[config.mk]
export PLATFORM = sky130hd
export DESIGN_NAME = dti_noc_rx_buf
export DESIGN_NICKNAME = d
export VERILOG_FILES = /design/src/rtl/dti_pack.sv /design/src/rtl/dti_sync_fifo.sv /design/src/rtl/dti_noc_rx_buf.sv
export SDC_FILE = /design/constraint.sdc
export NUM_CORES = 1
export LEC_CHECK = 0
export CORE_AREA = 2 2 248 250
export DETAILED_ROUTE_END_ITERATION = 12
export DIE_AREA = 0 0 250 252
export PLACE_DENSITY = 0.75
export SYNTH_ARGS = -nofsm -noshare
export SYNTH_HDL_FRONTEND = slang
export SYNTH_SLANG_ARGS = --single-unit
export TNS_END_PERCENT = 5
[constraint.sdc]
create_clock -name clk -period 30.4 [get_ports clk]
set_input_delay 6.08 -clock clk [delete_from_list [all_inputs] [get_ports clk]]
set_output_delay 6.08 -clock clk [all_outputs]
set_load 0.05 [all_outputs]
[src/rtl/dti_pack.sv]
// Shared types for the DTI NoC interface: flit layout and receive-side FSM states.
// No logic; imported by the NoC rx buffer and the generic FIFO users.
// Widths here are the defaults; modules may override them through parameters.
package dti_pack;

  localparam int NOC_PAYLOAD_W = 90;
  localparam int NOC_ID_W      = 6;

  typedef struct packed {
    logic [NOC_PAYLOAD_W-1:0] payload;
    logic [NOC_ID_W-1:0]      srcid;
    logic [NOC_ID_W-1:0]      tgtid;
    logic                     qos;
    logic                     last;
  } noc_flit_t;

  typedef enum logic [1:0] {
    RX_HEAD,
    RX_PASS,
    RX_DROP
  } rx_state_e;

endpackage

[src/rtl/dti_sync_fifo.sv]
// Generic synchronous FIFO with registered storage and occupancy count.
// Latency: a push is visible on pop_dat the following cycle.
// Backpressure: push is ignored when full, pop is ignored when empty.
module dti_sync_fifo #(
  parameter int WIDTH = 8,
  parameter int DEPTH = 8,
  localparam int AW = (DEPTH > 1) ? $clog2(DEPTH) : 1,
  localparam int CW = $clog2(DEPTH + 1)
) (
  input  logic             clk,
  input  logic             rst_n,
  input  logic             push,
  input  logic [WIDTH-1:0] push_dat,
  input  logic             pop,
  output logic [WIDTH-1:0] pop_dat,
  output logic             full,
  output logic             empty,
  output logic [CW-1:0]    count
);

  logic [WIDTH-1:0] mem [DEPTH];
  logic [AW-1:0]    wr_ptr;
  logic [AW-1:0]    rd_ptr;
  logic             do_push;
  logic             do_pop;

  assign full    = (count == CW'(DEPTH));
  assign empty   = (count == '0);
  assign do_push = push && !full;
  assign do_pop  = pop && !empty;
  assign pop_dat = mem[rd_ptr];

  // DEPTH is a power of two, so the pointers wrap naturally.
  always_ff @(posedge clk or negedge rst_n) begin
    if (!rst_n) begin
      wr_ptr <= '0;
      rd_ptr <= '0;
      count  <= '0;
    end else begin
      if (do_push) wr_ptr <= wr_ptr + AW'(1);
      if (do_pop)  rd_ptr <= rd_ptr + AW'(1);
      case ({do_push, do_pop})
        2'b10:   count <= count + CW'(1);
        2'b01:   count <= count - CW'(1);
        default: count <= count;
      endcase
    end
  end

  always_ff @(posedge clk) begin
    if (do_push) mem[wr_ptr] <= push_dat;
  end

endmodule

[src/rtl/dti_noc_rx_buf.sv]
// NoC receive buffer: filters packets by target ID and queues local flits for the DTI top.
// Latency: one cycle from accepted flit to out_valid.
// Backpressure: in_ready follows FIFO full (discarded flits always accepted); out_threshold gates packet heads only.
module dti_noc_rx_buf
  import dti_pack::*;
#(
  parameter int DEPTH       = 8,
  parameter int THRESH_FREE = 4,
  parameter int PAYLOAD_W   = NOC_PAYLOAD_W,
  parameter int ID_W        = NOC_ID_W
) (
  input  logic                 clk,
  input  logic                 rst_n,
  input  logic [ID_W-1:0]      cfg_local_id,
  input  logic                 in_valid,
  output logic                 in_ready,
  input  logic [PAYLOAD_W-1:0] in_payload,
  input  logic [ID_W-1:0]      in_srcid,
  input  logic [ID_W-1:0]      in_tgtid,
  input  logic                 in_qos,
  input  logic                 in_last,
  output logic                 in_threshold,
  output logic                 out_valid,
  input  logic                 out_ready,
  output logic [PAYLOAD_W-1:0] out_payload,
  output logic [ID_W-1:0]      out_srcid,
  output logic [ID_W-1:0]      out_tgtid,
  output logic                 out_qos,
  output logic                 out_last,
  input  logic                 out_threshold,
  output logic [15:0]          drop_cnt,
  output logic                 drop_pulse,
  output logic                 idle
);

  localparam int CW = $clog2(DEPTH + 1);

  typedef struct packed {
    logic [PAYLOAD_W-1:0] payload;
    logic [ID_W-1:0]      srcid;
    logic [ID_W-1:0]      tgtid;
    logic                 qos;
    logic                 last;
  } flit_t;

  rx_state_e state, state_nxt;
  flit_t     in_flit, head_flit;
  logic      fifo_full, fifo_empty;
  logic [CW-1:0] fifo_count;
  logic [CW-1:0] free_cnt;
  logic      id_match, discard, in_hs, push, pop, head_drop, mid_pkt;

  assign in_flit = '{payload: in_payload, srcid: in_srcid, tgtid: in_tgtid,
                     qos: in_qos, last: in_last};

  assign id_match  = (in_tgtid == cfg_local_id);
  assign discard   = ((state == RX_HEAD) && !id_match) || (state == RX_DROP);
  assign in_ready  = discard || !fifo_full;
  assign in_hs     = in_valid && in_ready;
  assign push      = in_hs && !discard;
  assign head_drop = in_hs && (state == RX_HEAD) && !id_match;

  assign free_cnt     = CW'(DEPTH) - fifo_count;
  assign in_threshold = (free_cnt >= CW'(THRESH_FREE));

  always_comb begin
    state_nxt = state;
    case (state)
      RX_HEAD: if (in_hs && !in_last) state_nxt = id_match ? RX_PASS : RX_DROP;
      RX_PASS: if (in_hs && in_last) state_nxt = RX_HEAD;
      RX_DROP: if (in_hs && in_last) state_nxt = RX_HEAD;
      default: state_nxt = RX_HEAD;
    endcase
  end

  always_ff @(posedge clk or negedge rst_n) begin
    if (!rst_n) begin
      state      <= RX_HEAD;
      drop_pulse <= 1'b0;
      drop_cnt   <= '0;
    end else begin
      state      <= state_nxt;
      drop_pulse <= head_drop;
      if (head_drop && (drop_cnt != 16'hFFFF)) drop_cnt <= drop_cnt + 16'd1;
    end
  end

  dti_sync_fifo #(
    .WIDTH ($bits(flit_t)),
    .DEPTH (DEPTH)
  ) u_fifo (
    .clk      (clk),
    .rst_n    (rst_n),
    .push     (push),
    .push_dat (in_flit),
    .pop      (pop),
    .pop_dat  (head_flit),
    .full     (fifo_full),
    .empty    (fifo_empty),
    .count    (fifo_count)
  );

  // Downstream threshold only gates a new packet head, never a started body.
  assign out_valid = !fifo_empty && (mid_pkt || out_threshold);
  assign pop       = out_valid && out_ready;

  always_ff @(posedge clk or negedge rst_n) begin
    if (!rst_n) begin
      mid_pkt <= 1'b0;
    end else if (pop) begin
      mid_pkt <= !head_flit.last;
    end
  end

  assign out_payload = head_flit.payload;
  assign out_srcid   = head_flit.srcid;
  assign out_tgtid   = head_flit.tgtid;
  assign out_qos     = head_flit.qos;
  assign out_last    = head_flit.last;

  assign idle = fifo_empty && (state == RX_HEAD) && !mid_pkt;

endmodule

==> After elaboration in Yosys (flattened, before gate mapping) <==
Memories as Yosys holds them, arrays and structs flattened.
Cells that the tools add are included.
{ "word_totals": {"output_inout_bits": 125, "n_memories": 1, "regBits": 30, "ram_bits": 832, "wordCells": 60} }
{ "op_classes": {"muxes": 7, "order_cmp": 1, "add_sub_neg": 6, "eq_ne": 9, "n_reduce_logical": 29} }
{ "memory_table": {"columns": ["memory", "words", "width", "rd", "rd_ports_with_merged_regs", "wr", "line", "text"], "rows": [
  ["u_fifo.mem", 8, 104, 1, 0, 1, "dti_sync_fifo.sv:21", "logic [WIDTH-1:0] mem [DEPTH];"]
]} }
{ "ops": {"columns": ["op", "n"], "rows": [
  ["adder 16 x 1 -> 16 bit, second input constant", 1],
  ["!= test 16 bit, second input constant", 1],
  ["logical AND 1 bit", 14],
  ["case mux 4 bit (2 select lines)", 1],
  ["logical NOT 1 bit", 7],
  ["adder 3 x 1 -> 3 bit, second input constant", 2],
  ["equality test 6 bit", 1],
  ["two-way mux 2 bit", 3],
  ["adder 4 x 1 -> 4 bit, second input constant", 1],
  ["equality test 2 x 1 -> 1 bit, second input constant", 2],
  ["equality test 2 bit, second input constant", 2],
  ["equality test 4 bit, second input constant", 1],
  ["greater-or-equal comparator 4 x 3 -> 1 bit, second input constant", 1],
  ["logical NOT 4 bit", 1],
  ["!= test 2 x 1 -> 1 bit, second input constant", 2],
  ["case mux 2 bit (2 select lines)", 1],
  ["subtractor 4 x 1 -> 4 bit, second input constant", 1],
  ["subtractor 4 bit, first input constant", 1],
  ["logical OR 1 bit", 3],
  ["logical NOT 2 bit", 1],
  ["two-way mux 1 bit", 2],
  ["AND reduction 2 bit", 1],
  ["nonzero test 2 bit", 1],
  ["OR reduction 2 bit", 1]
]} }

==> Logic depth before layout (Yosys ltp) <==
Gate-level depths: netlist (run 1).
{ "depth": {"word_depth": 10, "ltp_mapped": 13, "mapped_depth_nobuf": 12} }

==> Cells and area by module <==
Synthesis (run 1) repeated with hierarchy kept, for this count alone.
{ "unflattened": {"hier_cells": 1385, "hier_area_um2": 33045.4} }
{ "by_module_without_submodules": {"columns": ["mod", "area_each_um2", "cells_per_inst", "n_inst"], "rows": [
  ["dti_sync_fifo", 31834.3, 1269, 1],
  ["dti_noc_rx_buf", 1211.2, 116, 1]
]} }

==> Least setup slack after synthesis (run 1) <==
No wires, ideal clock.
{ "synth_timing": {"path_type": "input-to-reg", "from": "input port cfg_local_id[3]", "to": "memory u_fifo.mem[0][0] (netlist bit), enable pin", "required_time_ps": 29578, "setup_slack_ps": 12653, "path_stages": 6, "t_arrival_ps": 16925, "n_path_buf": 1, "setup_ps": 822, "path_cell_list": "xnor2_1 > nand4_1 > or2_4 > a211o_1 > buf_6 > nor4_1"} }
{ "synth_via": {"elab_chain_len": 10, "word_cells_on_any_way": 11, "classes_between": "eq/ne: 1; mux: 2; reduce/logical: 8"} }
{ "synth_lines": {"columns": ["element", "line", "text"], "rows": [
  ["from (decl)", "dti_noc_rx_buf.sv:14", "input logic [ID_W-1:0] cfg_local_id,"],
  ["equality test 6 bit (*)", "dti_noc_rx_buf.sv:56", "assign id_match = (in_tgtid == cfg_local_id);"],
  ["logical NOT 1 bit (*)", "dti_noc_rx_buf.sv:57", "assign discard = ((state == RX_HEAD) && !id_match) || (state == RX_DROP);"],
  ["logical AND 1 bit (*)", "dti_noc_rx_buf.sv:57", null],
  ["logical OR 1 bit (*)", "dti_noc_rx_buf.sv:57", null],
  ["logical OR 1 bit", "dti_noc_rx_buf.sv:58", "assign in_ready = discard || !fifo_full;"],
  ["logical AND 1 bit", "dti_noc_rx_buf.sv:59", "assign in_hs = in_valid && in_ready;"],
  ["logical AND 1 bit (*)", "dti_noc_rx_buf.sv:60", "assign push = in_hs && !discard;"],
  ["logical AND 1 bit (*)", "dti_sync_fifo.sv:29", "assign do_push = push && !full;"],
  ["two-way mux 1 bit (*)", "dti_sync_fifo.sv:51", "if (do_push) mem[wr_ptr] <= push_dat;"],
  ["two-way mux 1 bit (implied by the code) (*)", "dti_sync_fifo.sv:51", null],
  ["to (decl)", "dti_sync_fifo.sv:21", null]
]} }
Every way passes the cells marked *; elsewhere a longest branch is shown, timed or not.

==> Worst setup path after layout (run 1) <==
{ "layout_timing": {"from": "input port in_tgtid[0]", "to": "output port in_ready"} }
{ "layout_via": {"elab_chain_len": 5} }
{ "layout_lines": {"columns": ["element", "line", "text"], "rows": [
  ["from (decl)", "dti_noc_rx_buf.sv:19", "input logic [ID_W-1:0] in_tgtid,"],
  ["equality test 6 bit", "dti_noc_rx_buf.sv:56", null],
  ["logical NOT 1 bit", "dti_noc_rx_buf.sv:57", null],
  ["logical AND 1 bit", "dti_noc_rx_buf.sv:57", null],
  ["logical OR 1 bit", "dti_noc_rx_buf.sv:57", null],
  ["logical OR 1 bit", "dti_noc_rx_buf.sv:58", null],
  ["to (decl)", "dti_noc_rx_buf.sv:16", "output logic in_ready,"]
]} }
Every way passes these cells.

==> flow_results.org, run 1 <==
** Power
- Cell internal power was estimated by the tool at 2.50 mW.
- Per report_power, the clock group accounts for between 20% and 30% of the total.
- Share of total power in combinational logic :: a little over a third
- Power per unit of standard cell area :: slightly below 100 nW/um^2
- Per report_power, the sequential group accounts for between 30% and 40% of the total.
- Cell leakage power :: roughly 12 nW
- Net switching is between 30% and 40% of the power.
- The analysis attributes to net switching a power of roughly 1.3 mW.
- Largest vdd supply drop :: around 0.07 mV
- Overall power consumption after layout is estimated at 3.78 mW.

** Yosys
- The synthesized design contains 832 enable-type register cells.
- The share of the Yosys chip area taken by registers is about four fifths.
- The number of nets handed over by synthesis was approximately 1,500.
- Gate Count Post-Synth :: between 1,000 and 1,500
- Yosys cell types :: 43
- sky130_fd_sc_hd__edfxtp_1 takes more of the synthesized area than any other cell.
- Synthesis inferred 862 register bits.
- For this run, the leading register cell type out of synthesis is sky130_fd_sc_hd__edfxtp_1.
- In this run the cell area of the synthesized design comes to between 30,000 and 40,000 sq um.
- Yosys printed 0 warnings.
- Post-synthesis average cell area :: 23.8 sq um
- Yosys instantiated no cell more often than sky130_fd_sc_hd__edfxtp_1.
- After synthesis, the share of flip-flops with an asynchronous set or reset is approximately 3.5%.
- Cell types occupying the most area after synthesis :: sky130_fd_sc_hd__edfxtp_1 (76%), sky130_fd_sc_hd__mux4_2 (14%), sky130_fd_sc_hd__mux2_2 (3.7%)
- Area fraction of the dominant cell type after synthesis :: between 70% and 80%
- Synth top cells by count :: sky130_fd_sc_hd__edfxtp_1 (832), sky130_fd_sc_hd__mux4_2 (208), sky130_fd_sc_hd__mux2_2 (108)

** Layout
- In the final layout, flip-flops and latches occupy between 20,000 and 30,000 sq um.
- Filler cell count :: 3,931
- Compared with the post-synthesis result, the final layout area differs by 17.9%.
- The finished cells cover just under 40,000 sq um.
- The finished layout holds between 2,000 and 3,000 standard cells, fillers aside.
- Cells with a size suffix above 1 make up around 27% of the layout.
- The multi-input combinational cells in the finished layout cover a total of around 6900 sq um.
- # nets final :: about 1,800

** Critical path
- In this run the worst path has a maximum fanout of 9.
- Crit. End Element :: primary output
- The setup check on the worst reg-to-reg path leaves a slack of 26.98 ns.
- The largest single stage delay on the critical path is a little over 0.7 ns.
- In this run the worst setup path begins at in_tgtid[0].
- R2r worst-path depth :: 6
- The critical path is of the primary input to primary output type.
- Kind of cell adding the most delay to the critical path :: buffers and inverters
- Sequence of cells on the critical path :: clkdlybuf4s50_1 -> xnor2_1 -> nand4_1 -> or2_4 -> nand2_1 -> nand2_1 -> clkdlybuf4s50_1
- Critical Path Slowest Stage Cell :: sky130_fd_sc_hd__clkdlybuf4s50_1
- Levels on crit path :: 7
- In this run the critical register-to-register path is launched from state[0].
- For the worst setup path, the data required time is between 20 and 25 ns.
- For the worst setup path, the data arrival time is between 8 and 9 ns.
- In this run the critical register-to-register path is captured at u_fifo.mem[7][60].
- The number of buffers and inverters on the critical path is 2.
- Setup crit end :: in_ready
- The worst setup path is launched from a primary input.

** STA
- Hold WS :: between 0.5 and 0.6 ns
- The count of endpoints failing hold in the final timing report is 0.
- Slew Viols, Final :: 0
- Highest clock rate :: 69.0 MHz
- Adding up every negative setup slack in the final design gives 0 ns.
- Counting I/O delays and the setup requirement, the final critical path takes between 10 and 15 ns.
- Setup violations remaining at the end of the flow were counted as 0.
- For the final database, setup skew stands at 0.0226 ns.
- Slew @ Worst Pin :: 1.18 ns
- RSZ-0062 raised after global routing :: no
- Tightest slew margin relative to the limit :: a little over a fifth
- In the finished design, the share of the clock period the worst path needs comes to between 40% and 50%.

** Clock network
- TritonCTS clock tree :: yes
- Buffer count from post-CTS setup fixing :: 0
- Once the clock tree was built, the resizer swapped 0 gates to a different size.
- CTS built an H-tree with a depth of 3.
- The later pin in the worst-skew pair is clocked with a latency of ~0.63 ns.
- Max Buffers Root-to-Sink :: 3
- TritonCTS created 85 clock buffers.
- Clk sinks :: ~860
- Hold-fix buffer count after cts :: 0
- After clock tree synthesis, the clock-pin slew on the worst setup and hold paths is about 0.05 ns.
- The tree is rooted in a sky130_fd_sc_hd__clkbuf_16.

** Global routing
- For this run, the total global-route usage over all layers was measured as 20.6%.
- Antenna violations before repair :: 3
- GRT Residual Overflow :: 0
- Global-route wire length before repair :: 96,900 um
- Entering global routing, the biggest net connects 82 pins.
- The number of global-route vias before repair came to 16,104.

** Detailed routing
- Number of nets with antenna violations after detailed routing :: 0
- Wire length per cell :: between 20 and 30 um
- Via total after detailed routing :: ~15,000
- For this run, the detailed router's first-pass iteration total came to 5.
- In this run, the number of DRC markers left after iteration 0 of detailed routing was approximately 1,100.
- DRC violation count after routing :: 0
- Wires add up to 64,200 um.
- Vias/cell :: a little under 6

** Die
- Measured along the y axis, the die boundary spans ~250 um.
- Floorplan die area :: approximately 63,000 sq um
- Site Rows :: 90
- X dimension of the die :: roughly 250 um
- Effective utilization at floorplan :: between 50% and 60%
- Core Box Area :: between 60,000 and 70,000 sq um
- between 200 and 250 I/O pins were placed.

** Placement
- The congestion estimate from routability-driven global placement came to about 0.73.
- Number of port buffers :: around 240
- Cells after DPL :: ~2,400
- Post-place instance area :: roughly 36,000 sq um
- Half-perimeter wire length of the detailed placement result :: 33,800 um

** Run status
- Run status :: completed

** Run
- Max cap viols :: 0

** Min path
- Worst hold-check path type :: register to register
cell type report:
cell class              instances  share of cell area (%)
diodes                          1                 0.00644
clock buffers                 110                    5.80
clock inverters                40                   0.854
inverters                      11                   0.106
multi-input cells             444                    17.8
flip-flops and latches        862                    66.3
well taps                     782                    2.52
repair buffers                265                    6.66
stage by stage:
step,util (%),worst slack (ns)
final,64.6,15.92
after global routing,64.6,15.79
after CTS,64.6,15.86
after detailed placement,60.3,15.88
after global placement,60.3,15.91
after floorplan,-,12.65
per-layer routing:
layer	vias up	GRT usage (%)	share of wire (%)
li1	6413	-	-
met1	7976	27.4	41
met2	441	35.3	52
met3	84	3.99	5.8
met4	6	5.77	1.7
met5	-	0	0.053
logic make-up after synthesis:
kind of cell / synth area share, %
xor+xnor: 0.718
fa+ha+maj: 0.365
simple gates: 1.52
buf+inv: 1.04
compound gates: 0.251
flops: 78.1
mux: 18.0
sequential cells by signal, indices dropped and copies added, names as in the netlist:
register,cells
u_fifo.wr_ptr,3
drop_cnt,16
state,2
mid_pkt,1
drop_pulse,1
u_fifo.rd_ptr,3
u_fifo.count,4
u_fifo.mem,832
worst register-to-register path: stages (launching register included):
cell,delay (ns)
sky130_fd_sc_hd__dfrtp_1,0.37
sky130_fd_sc_hd__inv_1,0.07
sky130_fd_sc_hd__ha_1,0.31
sky130_fd_sc_hd__a211o_1,0.55
sky130_fd_sc_hd__nor3_2,0.28
sky130_fd_sc_hd__buf_4,0.74
sky130_fd_sc_hd__buf_4,0.67
how the worst min path moves through the flow:
| stage | from | endpoint | slack [ns] | cells past startpoint |
|---|---|---|---|---|
| after floorplan | mid_pkt | mid_pkt | 0.47 | 2 |
| after global placement | drop_cnt[5] | drop_cnt[5] | 0.49 | 1 |
| after detailed placement | drop_cnt[5] | drop_cnt[5] | 0.49 | 1 |
| after CTS | drop_cnt[5] | drop_cnt[5] | 0.51 | 1 |
| after global routing | u_fifo.count[3] | u_fifo.count[3] | 0.53 | 1 |
| final | mid_pkt | mid_pkt | 0.51 | 2 |
power by group through the flow:
| stage | logic (mW) | clock network [mW] | registers, mW |
|---|---|---|---|
| finish | 1.34 | 0.975 | 1.46 |
| global route | 1.40 | 1.04 | 1.47 |
| CTS | 1.36 | 0.996 | 1.47 |
| detailed placement | 1.35 | 0 | 1.49 |
| global placement | 1.34 | 0 | 1.49 |
| floorplan | 1.01 | 0 | 1.45 |
layout by cell type, fill, tap and decap left out, types with 5 or more instances in the layout:
| master | synthesis | routed |
|---|---|---|
| sky130_fd_sc_hd__inv_1 | 11 | 11 |
| sky130_fd_sc_hd__dfrtp_1 | 30 | 27 |
| sky130_fd_sc_hd__clkdlybuf4s50_1 | 0 | 239 |
| sky130_fd_sc_hd__mux2_2 | 108 | 108 |
| sky130_fd_sc_hd__clkbuf_1 | 26 | 22 |
| sky130_fd_sc_hd__ha_1 | 8 | 8 |
| sky130_fd_sc_hd__edfxtp_1 | 832 | 832 |
| sky130_fd_sc_hd__nand3_1 | 5 | 5 |
| sky130_fd_sc_hd__xnor2_1 | 11 | 11 |
| sky130_fd_sc_hd__clkinv_2 | 0 | 5 |
| sky130_fd_sc_hd__nand2_1 | 24 | 24 |
| sky130_fd_sc_hd__buf_4 | 3 | 26 |
| sky130_fd_sc_hd__mux4_2 | 208 | 208 |
| sky130_fd_sc_hd__clkbuf_16 | 0 | 85 |
| sky130_fd_sc_hd__nor2_1 | 11 | 11 |
| sky130_fd_sc_hd__clkinv_1 | 0 | 19 |
| sky130_fd_sc_hd__xor2_1 | 16 | 16 |
| sky130_fd_sc_hd__nor3_1 | 10 | 7 |
| sky130_fd_sc_hd__clkinvlp_4 | 0 | 5 |
| sky130_fd_sc_hd__nand4_1 | 5 | 5 |
(Power assumes the default switching activity.)
==> run 2, diff against run 1 <==
- CORE_AREA: 2 2 248 250 -> 2 2 253 255
- DIE_AREA: 0 0 250 252 -> 0 0 255 257
- clock period: 30.4 -> 12.2 ns (I/O delays scaled with it)
==> run 2 against run 1 <==
Against the previous run:
- die area increased by 4.0%
- non-clock buffer count is 2 higher
- final cell count increased by 2.8%
- via count shrank 0.17%
- first-iteration DRC count decreased by 16%
- sequential power increased by 150%
- power increased to 2.5 times the previous value
- critical path depth decreased by 2
- register-to-register slack got worse by 18 ns
- global-route usage down 0.76 points
- sequential share of layout area down 0.44 points
==> flow_results.org, run 2 (synthesis gave the netlist of run 1 again) <==
** Run status
- The flow ran to the end, and the final reports show no timing, DRC or antenna violations.

** STA
- On the final layout, the worst clock skew is 0.0237 ns.
- Number of hold-slack violations in the final timing report :: 0
- Total of endpoints with negative setup slack in the final report :: 0
- Hold WS :: ~0.5 ns
- Tightest slew margin relative to the limit :: approximately a quarter
- Setup repair after global routing left no endpoint under its margin.
- Derived from the worst setup path, the maximum achievable clock frequency is about 140 MHz.
- Minimum setup slack in the final design :: 4.94 ns
- In the finished design, the share of the clock period the worst path needs comes to 59.5%.
- The number of max-slew violations in the final report is 0.
- The clock period could shrink to between 7 and 8 ns.
- Slew @ Worst Pin :: around 1.1 ns

** Global routing
- Vias in the first global route :: 15,933
- Global Route met3 Usage :: 4.83%
- The layer flagged by global routing as most heavily used is met2.
- GRT met2 Usage :: 32.5%
- GRT Residual Overflow :: 0
- Antenna violations before repair :: 7
- Entering global routing, the biggest net connects 95 pins.
- Overall global routing resource usage :: 19.8%
- Global-route wire length before repair :: just under 100,000 um
- For met1 alone, demand over resource in global routing was a little over a quarter.

** Critical path
- Required time of the critical path :: roughly 9.8 ns
- Data arrives at the worst endpoint at around 4.8 ns.
- The worst register-to-register path has a setup slack of 8.66 ns.
- The most critical setup path has its startpoint at u_fifo.rd_ptr[0].
- Launch instance of the worst register-to-register path :: state[0]
- Startpoint types :: register
- Along the worst path, the maximum fanout reaches 45.
- Crit. End Element :: primary output
- The critical path is of the register to primary output type.

** Power
- Largest vdd supply drop :: roughly 0.23 mV
- Power per unit of standard cell area :: 244 nW/um^2
- In this run the static leakage power is 12.4 nW.
- Summing internal, switching and leakage power gives approximately 9.5 mW.

** Layout
- # nets final :: around 1,800
- In the layout the commonest cells are sky130_fd_sc_hd__edfxtp_1 (832), sky130_fd_sc_hd__clkdlybuf4s50_1 (239), sky130_fd_sc_hd__mux4_2 (208), sky130_fd_sc_hd__mux2_2 (108), sky130_fd_sc_hd__clkbuf_16 (88).
- Layout-stage area growth over the synthesis result :: 18.7%
- After routing the design area is between 30,000 and 40,000 sq um.
- Register with the highest flop count :: u_fifo.mem
- Ratio of cells with drive above 1 in the final layout :: 27.7%
- Largest registers :: u_fifo.mem (832), drop_cnt (16), u_fifo.count (4)
- Leaving out fill and tap cells, the most frequent cell in the layout is sky130_fd_sc_hd__edfxtp_1.
- The register with the most flip-flops in the layout has about 830 of them.

** Die
- Effective utilization at floorplan :: between 50% and 60%
- The region available for standard cell placement spans roughly 63,000 sq um.
- X dimension of the die :: approximately 260 um
- The die covers ~66,000 sq um.
- Die height :: 257 um
- Site Rows :: 92
- 240 I/O pins were placed.

** Min path
- Startpoint of the lowest-slack hold path :: drop_cnt[5]
- The path class of the tightest hold or removal check is register to register.

** Detailed routing
- Number of nets with antenna violations after detailed routing :: 0
- Pre-Repair DR Iteration Count :: 5
- DRC violation count after routing :: 0
- Vias/cell :: ~5.8
- In the final routed layout, each cell accounts on average for 24.8 um.
- Initial DRC count :: 961
- The routed layout has between 10,000 and 15,000 vias.
- Wires add up to between 60,000 and 70,000 um.

** Clock network
- The later pin in the worst-skew pair is clocked with a latency of between 0.6 and 0.7 ns.
- Clock H-tree levels :: 3
- Buffer count from post-CTS setup fixing :: 0
- Clk sinks :: approximately 860
- Resized Gates After CTS :: 0
- Total clock buffers created by CTS :: 86
- Clock-pin slew was measured on the worst setup and hold paths at 0.06 ns.
- TritonCTS clock tree :: yes
- Max Buffers Root-to-Sink :: 3
- Cell at the root of the clock tree :: sky130_fd_sc_hd__clkbuf_16
- After clock tree synthesis, the flow added hold-fix buffers numbering 0.

** Placement
- Input and output buffers added on the ports amount to between 200 and 250.
- Detailed placement finished with a half-perimeter wire length of between 30,000 and 40,000 um.
- RePlAce Congestion :: ~0.7
- Worst-case setup slack after placement :: ~5 ns
- After detailed placement, the total cell area comes to about 36,000 sq um.

** Run
- Across the run, the number of max-cap violations was 0.
-- run 2: worst paths after layout --
kind                                      to  cells past startpoint
hold / removal                   drop_cnt[5]                      1
setup / recovery             out_payload[41]                      5
setup reg to reg           u_fifo.mem[5][50]                      7
hold reg to reg                  drop_cnt[5]                      1
min in group asynchronous            mid_pkt                      2
max in group asynchronous   u_fifo.rd_ptr[1]                      2
-- run 2: final cells by class --
class / count / area [sq um]
diodes: 2 / 5.00
fillers: 4178 / 23600
inverters: 11 / 41.3
well taps: 846 / 1060
multi-input cells: 444 / 6900
repair buffers: 267 / 2620
clock buffers: 105 / 2270
clock inverters: 49 / 464
flip-flops and latches: 862 / 25700
-- run 2: worst max-delay path, cell delays in order, from the launching register on --
cell,delay (ns)
sky130_fd_sc_hd__dfrtp_4,0.91
sky130_fd_sc_hd__buf_4,0.72
sky130_fd_sc_hd__buf_4,0.82
sky130_fd_sc_hd__mux4_2,0.60
sky130_fd_sc_hd__mux2_2,0.28
sky130_fd_sc_hd__clkdlybuf4s50_1,0.74
-- run 2: per-stage QoR --
| stage | setup TNS [ns] | cells | utilization (%) |
|---|---|---|---|
| after floorplan | -396.56 | 1381 | - |
| after global placement | 0 | 2430 | 58.0 |
| after detailed placement | 0 | 2430 | 58.0 |
| after CTS | 0 | 2584 | 62.3 |
| after global routing | 0 | 2585 | 62.3 |
| final | 0 | 2586 | 62.3 |
-- run 2: metal layers --
layer  part of all wire, %  vias to the layer above
met1                    41                     7936
met5                 0.097                        -
met4                   2.0                       10
met3                   6.5                       92
met2                    50                      430
li1                      -                     6427
-- run 2: report_power, final --
group	leakage, nW	internal (mW)	switching (mW)
clock network	1.32	1.49	1.05
registers	7.87	3.44	0.178
logic	3.24	1.42	1.95
==> run 3, diff against run 2 <==
- clock period: 12.2 -> 6.1 ns (I/O delays scaled with it)
==> run 3 against run 2 <==
Against the previous run:
- non-clock buffer count up 3
- die area unchanged
- flip-flop and latch count unchanged
- via count up 0.78%
- combinational power up 100%
- setup slack worse by 3.9 ns
- power up 110%
- clock-buffer cell count down 11
- final cell count up 0.27%
- critical endpoint is now out_tgtid[5]
- largest cell class unchanged
==> flow_results.org, run 3 (synthesis gave the netlist of run 1 again) <==
** Layout
- The largest registers in the layout are u_fifo.mem (832), drop_cnt (16), u_fifo.count (4).
- Area of all placed cells without fillers :: about 40,000 sq um
- Leaving out fill and tap cells, the most frequent cell in the layout is sky130_fd_sc_hd__edfxtp_1.
- Relative to the synthesized area, the layout overhead comes to 20.9%.
- The register with the most flip-flops in the final layout is u_fifo.mem.
- The library cells used most frequently in the layout, excluding fill and tap cells, are sky130_fd_sc_hd__edfxtp_1 (832), sky130_fd_sc_hd__clkdlybuf4s50_1 (239), sky130_fd_sc_hd__mux4_2 (208), sky130_fd_sc_hd__mux2_2 (108), sky130_fd_sc_hd__clkbuf_16 (88).
- # nets final :: approximately 1,800
- The register with the most flip-flops in the layout has about 830 of them.
- Ratio of cells with drive above 1 in the final layout :: between 20% and 30%

** STA
- Final critical path time including I/O delays and setup :: slightly above 5 ns
- Slew @ Worst Pin :: just over 1 ns
- Highest clock rate :: roughly 200 MHz
- RSZ-0062 raised after global routing :: no
- Final Cycle Share :: ~83%
- Hold WS :: ~0.52 ns
- Slew Viols, Final :: 0
- Across the routed clock network, the largest skew measured is 0.0374 ns.
- The worst pin sits at a relative slew slack of roughly 32%.
- Setup violations remaining at the end of the flow were counted as 0.
- The count of endpoints failing hold in the final timing report came to 0.

** Run
- The tool flagged a number of max-cap violations equal to 0.

** Run status
- Run status :: completed

** Power
- The internal portion of the total power is approximately 13 mW.
- Sw frac :: between 30% and 40%
- Summing internal, switching and leakage power gives approximately 20 mW.
- Share of total power in combinational logic :: about a third
- Sequential cell fraction of total power :: a little over a third
- Across the VDD grid, the largest voltage drop is between 0.5 and 0.6 mV.
- Cell leakage power :: 12.7 nW
- Power per unit of standard cell area :: ~500 nW/um^2
- The share of total power dissipated in the clock network is 29.0%.
- Total net switching power :: 6.58 mW

** Clock network
- TritonCTS built the clock tree.
- Cell at the root of the clock tree :: sky130_fd_sc_hd__clkbuf_16
- The number of clock buffers added by TritonCTS is 86.
- Clk sinks :: between 800 and 900
- Clock edge transition at the registers on the reported setup and hold paths :: 0.06 ns
- Resized Gates After CTS :: 0
- CTS built an H-tree with a depth of 3.
- The clock passes through at most 3 buffers.
- The later pin in the worst-skew pair is clocked with a latency of around 0.64 ns.
- Post-CTS timing repair inserted 0 buffers for setup.
- Hold-fix buffer count after cts :: 0

** Die
- After floorplanning, the core was sized to cover 62,700 sq um.
- 240 I/O pins were placed.
- Die height :: 257 um
- The initialized floorplan defines just over 90 standard-cell rows.
- The floorplan step defined a die boundary enclosing between 60,000 and 70,000 sq um.
- Once the floorplan was initialized, standard cells occupied 52.5% of the core.
- Measured along the x axis, the die boundary spans ~260 um.

** Detailed routing
- Vias/cell :: slightly below 6
- The first routing iteration left 1,172 violations.
- In this run the remaining antenna-violating nets after routing total 0.
- For this run, the detailed router's first-pass iteration total came to 5.
- Via total after detailed routing :: 15,011
- Dividing the detail-routed wire length by the instance count gives between 20 and 30 um.
- Final wirelength :: ~66,000 um
- DRC violation count after routing :: 0

** Critical path
- Data on the critical path is required at its endpoint by 4.88 ns.
- STA puts the critical path data arrival time at about 3.8 ns.
- The worst setup path is captured at a primary output.
- Together, buffers and inverters on the worst path number 2.
- The worst setup path is launched from a register.
- On the worst path, the slowest cell contributes a delay of approximately 1.1 ns.
- Crit-path max FO :: 45
- Critical Path Slowest Stage Cell :: sky130_fd_sc_hd__dfrtp_4
- Sequence of cells on the critical path :: buf_4 -> mux4_2 -> mux2_2 -> clkdlybuf4s50_1
- The critical path is of the register to primary output type.
- In this design, the largest share of critical-path delay is due to buffers and inverters.

** Placement
- In this run the tool buffered the top-level ports with 239 buffer cells.
- Post-place instance area :: ~37,000 sq um
- RePlAce Congestion :: 0.751
- Once detailed placement completed, the half-perimeter wirelength came to around 35,000 um.

** Global routing
- Vias in the first global route :: between 15,000 and 20,000
- After global routing the overflow that remains totals 0.
- Entering global routing, the biggest net connects 74 pins.
- The first global-routing pass estimated 99,300 um of wire.
- For this run, the total global-route usage over all layers was measured as around a fifth.
- Antenna violations before repair :: 8

** Min path
- The path class of the tightest hold or removal check is register to register.
## run 3: per-layer routing
metal	part of all wire [%]	track usage [%]	routed length, um
met1	41	28.3	27000
met3	6.4	4.50	4250
met2	51	33.6	33600
met4	1.8	5.39	1180
met5	0.14	0	93
## run 3: power by group through the flow
| stage | Sequential (mW) | Clock (mW) | Combinational, mW |
|---|---|---|---|
| after floorplan | 7.20 | 0 | 5.05 |
| after global placement | 7.37 | 0 | 6.92 |
| after detailed placement | 7.40 | 0 | 6.96 |
| after CTS | 7.28 | 5.89 | 7.00 |
| after global routing | 7.32 | 6.12 | 7.23 |
| final | 7.27 | 5.80 | 6.89 |
## run 3: final cells by class
class / count / area [sq um]
flip-flops and latches: 862 / 25700
fillers: 3989 / 22900
multi-input cells: 444 / 6930
repair buffers: 270 / 2880
clock buffers: 94 / 2220
well taps: 846 / 1060
clock inverters: 65 / 938
inverters: 11 / 41.3
diodes: 1 / 2.50
## run 3: worst register-to-register path, delay by kind of cell, from the launching register on
kind	cells	cell delay (ns)
fa+ha+maj	2	0.55
compound gates	3	0.88
xor+xnor	2	0.30
simple gates	2	0.76
flops	1	0.44
## run 3: path summary, 6_finish.rpt
check	slack, ns	cells past startpoint	startpoint	end
max	1.05	4	u_fifo.rd_ptr[0]	out_tgtid[5]
min	0.52	2	state[1]	state[1]
max reg2reg	3.01	9	u_fifo.count[2]	u_fifo.count[3]
min reg2reg	0.52	2	state[1]	state[1]
max in group asynchronous	4.77	2	rst_n	u_fifo.rd_ptr[1]
min in group asynchronous	0.97	2	rst_n	u_fifo.count[2]
## run 3: metrics by stage
| step | utilization [%] | TNS, ns | setup WS (ns) | cells |
|---|---|---|---|---|
| final | 63.5 | 0 | 1.05 | 2593 |
| after global routing | 63.5 | 0 | 0.831 | 2593 |
| after CTS | 63.5 | 0 | 0.951 | 2592 |
| after detailed placement | 58.4 | 0 | 1.12 | 2433 |
| after global placement | 58.4 | 0 | 1.25 | 2433 |
| after floorplan | - | -719.72 | -2.38 | 1381 |
